**src/rtl/dtree_multi_if.sv**
```systemverilog
// Feature handshake, node-table configuration and classification result
// signals of dtree_multi; master drives features/config, slave is the block.
interface dtree_multi_if #(
    parameter int FEATURES    = 3,
    parameter int IN_WIDTH    = 10,
    parameter int COEFF_WIDTH = 4,
    parameter int DEPTH       = 2,
    parameter int CHAN_WIDTH  = 2
);
    localparam int NODES  = (1 << DEPTH) - 1;
    localparam int ACC_W  = IN_WIDTH + COEFF_WIDTH + $clog2(FEATURES) + 1;
    localparam int LVL_W  = $clog2(DEPTH + 1);
    localparam int NODE_W = (NODES > 1) ? $clog2(NODES) : 1;
    localparam int SEL_W  = $clog2(FEATURES + 2);

    logic                  ready;
    logic                  in_valid;
    logic [IN_WIDTH-1:0]   sample;
    logic [CHAN_WIDTH-1:0] in_chan;
    logic                  cfg_we;
    logic [NODE_W-1:0]     cfg_node;
    logic [SEL_W-1:0]      cfg_sel;
    logic [ACC_W-1:0]      cfg_data;
    logic [LVL_W-1:0]      level;
    logic [DEPTH-1:0]      path;
    logic [CHAN_WIDTH-1:0] out_chan;
    logic                  out_valid;

    modport master (
        input  ready, level, path, out_chan, out_valid,
        output in_valid, sample, in_chan, cfg_we, cfg_node, cfg_sel, cfg_data
    );

    modport slave (
        output ready, level, path, out_chan, out_valid,
        input  in_valid, sample, in_chan, cfg_we, cfg_node, cfg_sel, cfg_data
    );
endinterface

```
**src/rtl/dtree_multi.sv**
```systemverilog
// Multi-feature decision-tree classifier: one signed MAC per cycle per tree level.
// Define DTREE_EARLY_EXIT_EN to stop evaluation on nodes flagged as leaves.
module dtree_multi #(
    parameter int FEATURES    = 3,
    parameter int IN_WIDTH    = 10,
    parameter int COEFF_WIDTH = 4,
    parameter int DEPTH       = 2,
    parameter int CHAN_WIDTH  = 2
) (
    input logic           clk,
    input logic           reset,
    dtree_multi_if.slave  bus
);
    localparam int NODES  = (1 << DEPTH) - 1;
    localparam int ACC_W  = IN_WIDTH + COEFF_WIDTH + $clog2(FEATURES) + 1;
    localparam int LVL_W  = $clog2(DEPTH + 1);
    localparam int NODE_W = (NODES > 1) ? $clog2(NODES) : 1;
    localparam int SEL_W  = $clog2(FEATURES + 2);
    localparam int K_W    = (FEATURES > 1) ? $clog2(FEATURES) : 1;

    typedef enum logic [1:0] {LOAD, EVAL, DONE} state_t;

    state_t                        state;
    logic [K_W-1:0]                idx;
    logic [NODE_W-1:0]             node;
    logic [LVL_W-1:0]              lvl_cnt;
    logic [DEPTH-1:0]              path_work;
    logic [CHAN_WIDTH-1:0]         chan_work;
    logic signed [ACC_W-1:0]       acc;

    logic [IN_WIDTH-1:0]           feat_buf [FEATURES];
    logic signed [COEFF_WIDTH-1:0] coef     [NODES][FEATURES];
    logic signed [ACC_W-1:0]       thr      [NODES];
    logic [NODES-1:0]              leaf;

    logic                          hs;
    logic signed [ACC_W-1:0]       coef_ext, feat_ext, acc_sum;
    logic                          dec_bit, last_idx, stop, root_leaf, next_leaf;
    logic [NODE_W-1:0]             next_node;
    logic [LVL_W-1:0]              lvl_next;
    logic [DEPTH-1:0]              path_next;

    assign bus.ready = reset && (state == LOAD);
    assign hs        = bus.ready && bus.in_valid;

    // NOTE: every always_comb output is assigned unconditionally, so no latches are inferred.
    always_comb begin
        coef_ext  = ACC_W'(coef[node][idx]);
        feat_ext  = $signed(ACC_W'(feat_buf[idx]));
        acc_sum   = acc + coef_ext * feat_ext;
        dec_bit   = (acc_sum >= thr[node]);
        next_node = NODE_W'(2 * int'(node) + 1 + int'(dec_bit));
        lvl_next  = lvl_cnt + LVL_W'(1);
        path_next = path_work | (DEPTH'(dec_bit) << lvl_cnt);
        last_idx  = (idx == K_W'(FEATURES - 1));
    end

`ifdef DTREE_EARLY_EXIT_EN
    assign root_leaf = leaf[0];
    assign next_leaf = (lvl_next != LVL_W'(DEPTH)) && leaf[next_node];
`else
    logic unused_leaf;
    assign unused_leaf = ^leaf;
    assign root_leaf   = 1'b0;
    assign next_leaf   = 1'b0;
`endif

    assign stop = (lvl_next == LVL_W'(DEPTH)) || next_leaf;

    // NOTE: the feature buffer is fully rewritten before every evaluation, so it carries no reset;
    // the node table below is architectural state and is cleared.
    always_ff @(posedge clk) begin
        if (hs) feat_buf[idx] <= bus.sample;
    end

    always_ff @(posedge clk or negedge reset) begin
        if (!reset) begin
            for (int n = 0; n < NODES; n++) begin
                thr[n] <= '0;
                for (int k = 0; k < FEATURES; k++) coef[n][k] <= '0;
            end
            leaf <= '0;
        end else if (bus.cfg_we && state == LOAD && bus.cfg_node < NODE_W'(NODES)
                     && {1'b0, bus.cfg_sel} < (SEL_W + 1)'(FEATURES + 2)) begin
            if (bus.cfg_sel < SEL_W'(FEATURES))
                coef[bus.cfg_node][bus.cfg_sel] <= bus.cfg_data[COEFF_WIDTH-1:0];
            else if (bus.cfg_sel == SEL_W'(FEATURES))
                thr[bus.cfg_node] <= bus.cfg_data;
            else
                leaf[bus.cfg_node] <= bus.cfg_data[0];
        end
    end

    always_ff @(posedge clk or negedge reset) begin
        if (!reset) begin
            state         <= LOAD;
            idx           <= '0;
            node          <= '0;
            lvl_cnt       <= '0;
            path_work     <= '0;
            chan_work     <= '0;
            acc           <= '0;
            bus.out_valid <= 1'b0;
            bus.level     <= '0;
            bus.path      <= '0;
            bus.out_chan  <= '0;
        end else begin
            bus.out_valid <= 1'b0;
            unique case (state)
                LOAD: if (hs) begin
                    if (idx == '0) chan_work <= bus.in_chan;
                    if (last_idx) begin
                        idx       <= '0;
                        node      <= '0;
                        lvl_cnt   <= '0;
                        path_work <= '0;
                        acc       <= '0;
                        if (root_leaf) begin
                            state         <= DONE;
                            bus.out_valid <= 1'b1;
                            bus.level     <= '0;
                            bus.path      <= '0;
                            bus.out_chan  <= (idx == '0) ? bus.in_chan : chan_work;
                        end else begin
                            state <= EVAL;
                        end
                    end else begin
                        idx <= idx + K_W'(1);
                    end
                end
                EVAL: begin
                    if (last_idx) begin
                        idx <= '0;
                        acc <= '0;
                        if (stop) begin
                            state         <= DONE;
                            bus.out_valid <= 1'b1;
                            bus.level     <= lvl_next;
                            bus.path      <= path_next;
                            bus.out_chan  <= chan_work;
                        end else begin
                            node      <= next_node;
                            lvl_cnt   <= lvl_next;
                            path_work <= path_next;
                        end
                    end else begin
                        idx <= idx + K_W'(1);
                        acc <= acc_sum;
                    end
                end
                DONE:    state <= LOAD;
                default: state <= LOAD;
            endcase
        end
    end
endmodule

```
**src/flat_wrapper.sv**
```systemverilog
// flat-port wrapper written by rule: the top's interface ports become plain ports
module dtree_multi_flat 
#(
    parameter int FEATURES    = 3,
    parameter int IN_WIDTH    = 10,
    parameter int COEFF_WIDTH = 4,
    parameter int DEPTH       = 2,
    parameter int CHAN_WIDTH  = 2
)
  (clk, reset, bus_ready, bus_level, bus_path, bus_out_chan, bus_out_valid, bus_in_valid, bus_sample, bus_in_chan, bus_cfg_we, bus_cfg_node, bus_cfg_sel, bus_cfg_data);
  dtree_multi_if #(.FEATURES(FEATURES), .IN_WIDTH(IN_WIDTH), .COEFF_WIDTH(COEFF_WIDTH), .DEPTH(DEPTH), .CHAN_WIDTH(CHAN_WIDTH)) bus_i ();
  input logic clk;
  input logic reset;
  output wire logic [$bits(bus_i.ready)-1:0] bus_ready;
  output wire logic [$bits(bus_i.level)-1:0] bus_level;
  output wire logic [$bits(bus_i.path)-1:0] bus_path;
  output wire logic [$bits(bus_i.out_chan)-1:0] bus_out_chan;
  output wire logic [$bits(bus_i.out_valid)-1:0] bus_out_valid;
  input wire logic [$bits(bus_i.in_valid)-1:0] bus_in_valid;
  input wire logic [$bits(bus_i.sample)-1:0] bus_sample;
  input wire logic [$bits(bus_i.in_chan)-1:0] bus_in_chan;
  input wire logic [$bits(bus_i.cfg_we)-1:0] bus_cfg_we;
  input wire logic [$bits(bus_i.cfg_node)-1:0] bus_cfg_node;
  input wire logic [$bits(bus_i.cfg_sel)-1:0] bus_cfg_sel;
  input wire logic [$bits(bus_i.cfg_data)-1:0] bus_cfg_data;
  assign bus_ready = bus_i.ready;
  assign bus_level = bus_i.level;
  assign bus_path = bus_i.path;
  assign bus_out_chan = bus_i.out_chan;
  assign bus_out_valid = bus_i.out_valid;
  assign bus_i.in_valid = bus_in_valid;
  assign bus_i.sample = bus_sample;
  assign bus_i.in_chan = bus_in_chan;
  assign bus_i.cfg_we = bus_cfg_we;
  assign bus_i.cfg_node = bus_cfg_node;
  assign bus_i.cfg_sel = bus_cfg_sel;
  assign bus_i.cfg_data = bus_cfg_data;
  dtree_multi #(.FEATURES(FEATURES), .IN_WIDTH(IN_WIDTH), .COEFF_WIDTH(COEFF_WIDTH), .DEPTH(DEPTH), .CHAN_WIDTH(CHAN_WIDTH)) u_core (.clk(clk), .reset(reset), .bus(bus_i));
endmodule
```
**config.mk**
```make
export PLATFORM = sky130hd
export DESIGN_NAME = dtree_multi_flat
export DESIGN_NICKNAME = d
export VERILOG_FILES = /design/src/rtl/dtree_multi_if.sv /design/src/rtl/dtree_multi.sv /design/src/flat_wrapper.sv
export SDC_FILE = /design/constraint.sdc
export NUM_CORES = 1
export LEC_CHECK = 0
export CAP_MARGIN = 20
export CORE_MARGIN = 2
export CORE_UTILIZATION = 60
export CTS_BUF_LIST = sky130_fd_sc_hd__clkbuf_4 sky130_fd_sc_hd__clkbuf_8
export CTS_CLUSTER_SIZE = 25
export DETAILED_ROUTE_END_ITERATION = 10
export PLACE_DENSITY = 0.8
export SLEW_MARGIN = 20
export SYNTH_ARGS = -nofsm -noshare
export SYNTH_HDL_FRONTEND = slang
export SYNTH_SLANG_ARGS = --single-unit
```
**constraint.sdc**
```tcl
create_clock -name clk -period 8.4 [get_ports clk]
set_input_delay 2.52 -clock clk [delete_from_list [all_inputs] [get_ports clk]]
set_output_delay 2.52 -clock clk [all_outputs]
set_load 0.03 [all_outputs]
```
==> reports/qor.csv <==
metric,value,unit
status,"complete, no violations",
initial_utilization,0.618,
rows,44,
cts_buffers,17,
crit_top_cell,fa_1,
ys_seq_area_frac,0.441,
wl_met1,8730,um
syn-num-nets,919,
slew_headroom,0.366,
cp_slowest_cell,fa_1,
place_inst,1011,
grtUsageTotal,0.249,
final_cells,1046,
cts_max_level,4,
grt_max_degree,65,
drt_pass1_iterations,4,
drive_gt1_frac,0.203,
placement.cell_area,9680,um^2
clockRootBuffer,clkbuf_8,
cp-start-kind,flip-flop,
setup_viol,0,
design.die.area,16000,um^2
met2_length,9370,um
gp_congestion,0.890,
ys_types,66,
viasPerCell,6.01,
tightest_slew,937,ps
wl,19200,um
cap_violations,0,
fin_nets,971,
portBuffers,45,
cts_hold_buf,0,
ctsLongestPathBuffers,2,
gr-total-overflow,0,
clkSlewWorstSetupHoldPaths,90,ps
final_cell_mix,"dfrtp_1, mux2_2, nor2_1",
syn_area_per_cell,11.3,um^2
fin_skew,15.6,ps
ant_nets,0,
crit_arrival,8240,ps
wire_per_inst,18.3,um
drtIter0Drc,417,
wl_met3,633,um
antennaDiodeCount,0,
yosysWarnings,0,
end_kind,flip-flop,
core_area,14600,um^2
hold_path_class,reg2reg,
report.final.slew_viol_count,0,
grt_pass1_wl,31900,um
antenna_found_initial,0,
ys_ff_latch,153,
fin_area,10100,um^2
grt_pass1_vias,6411,
syn_area,9010,um^2
mostFrequentLayoutCell,dfrtp_1,
min_period,7890,ps
pin_count,46,
critPathMaxFanout,6,
max_freq,127,MHz
clk_latency,460,ps
hold_viol,0,
path_class,reg2reg,
fp.dieH,127,um
hpwl,14100,um
clock_sinks,153,
dr.max_layer_used,met4,
synthFlopType,dfrtp_1,
area_delta_synth_final,12.6,%
cts_tree,done,
drc,0,
syn_inst,797,
period_share,0.939,
die-width,127,um
critPathMaxStageDelay,580,ps
synth_edf_count,30,
synthArstFlopShare,0.804,
vias,6288,
required,8750,ps
==> logic make-up (layout without fill, tap and decap cells) <==
group / count (synthesis) / after routing / synth area share
and+or+nand+nor: 197 / 197 / 0.105
AOI/OAI and AO/OA: 155 / 155 / 0.115
DFF: 153 / 153 / 0.441
muxes: 129 / 129 / 0.160
adders and majority gates: 84 / 84 / 0.132
buffers and inverters: 59 / 124 / 0.0271
xor gates and xnor gates: 20 / 20 / 0.0194
==> path summary, 6_finish.rpt <==
kind / start / cells after the start / to / slack [ps]
max in group asynchronous: reset / 3 / u_core.thr[37] / 4780
worst max register to register: u_core.node[1] / 34 / u_core.node[1] / 510
worst min register to register: u_core.chan_work[1] / 2 / u_core.bus.out_chan[1] / 490
min in group asynchronous: reset / 2 / u_core.thr[48] / 2290
worst min-delay path: u_core.chan_work[1] / 2 / u_core.bus.out_chan[1] / 490
worst max-delay path: u_core.node[1] / 34 / u_core.node[1] / 510
==> sequential cells by signal (all words and copies together) (netlist names) <==
register and cells:
u_core.coef 36, u_core.path_work 2, u_core.lvl_cnt 2, u_core.node 2
u_core.feat_buf 30, u_core.acc 17, u_core.idx 2, u_core.state 2
u_core.bus.out_valid 1, u_core.bus.level 2, u_core.chan_work 2, u_core.thr 51
u_core.bus.out_chan 2, u_core.bus.path 2
==> per-layer routing <==
metal,global-route usage,vias up
li1,-,2978
met1,0.344,3151
met2,0.401,129
met3,0.0409,30
met4,0.0905,0
met5,0,-
==> critical path, delay by kind of cell (launching register included) <==
kind,cells,cell delay [ps]
buffers and inverters,3,320
multiplexers,1,510
flip-flops,1,450
AND/OR/NAND/NOR,9,1440
adder cells (fa/ha/maj),7,2680
XOR/XNOR,2,200
AO/OA/AOI/OAI,12,2190
==> synthesized netlist by cell type, types with 5 or more instances <==
| cell | instances | share of area |
|---|---|---|
| edfxtp_1 | 30 | 0.10 |
| o21ai_0 | 27 | 0.015 |
| mux2_2 | 90 | 0.11 |
| dfrtp_1 | 123 | 0.34 |
| o21a_1 | 9 | 0.0075 |
| nand3_1 | 7 | 0.0039 |
| a21o_1 | 9 | 0.0075 |
| o211ai_1 | 5 | 0.0042 |
| nor2_1 | 75 | 0.031 |
| a21oi_1 | 47 | 0.026 |
| inv_1 | 27 | 0.011 |
| a22o_1 | 15 | 0.015 |
| mux2i_1 | 36 | 0.040 |
| a31oi_1 | 7 | 0.0049 |
| xnor2_1 | 14 | 0.014 |
| fa_1 | 18 | 0.040 |
| nand2b_1 | 7 | 0.0049 |
| buf_2 | 15 | 0.0083 |
| nor3b_1 | 5 | 0.0042 |
| nor2b_1 | 18 | 0.012 |
| buf_1 | 5 | 0.0021 |
| xor2_1 | 6 | 0.0058 |
| clkbuf_1 | 11 | 0.0046 |
| ha_1 | 66 | 0.092 |
| nor3_1 | 10 | 0.0056 |
| nand2_1 | 47 | 0.020 |
==> repair_timing <==
action                     CTS  global route
buffers inserted             0             3
gates resized for setup      0            12
setup endpoints to repair    0             6
==> metrics by stage <==
| stage | TNS [ps] | utilization | hold slack (ps) | setup WS (ps) |
|---|---|---|---|---|
| after floorplan | 0 | - | 435 | 670 |
| after global placement | 0 | 0.663 | 458 | 373 |
| after detailed placement | 0 | 0.663 | 467 | 132 |
| after CTS | 0 | 0.690 | 497 | 89.8 |
| after global routing | -17.1 | 0.696 | 519 | -17.1 |
| final | 0 | 0.696 | 488 | 510 |
==> final cells by class <==
class	instances	area, um^2
Tap cell	184	230
Clock inverter	15	160
Clock buffer	17	234
Inverter	27	101
Timing Repair Buffer	65	598
Multi-Input combinational cell	585	4840
Fill cell	1011	4440
Sequential cell	153	3980
Power is left out: the tool's default activity adds up to more than one toggle a clock period on the data nets, which glitch-free logic cannot reach.
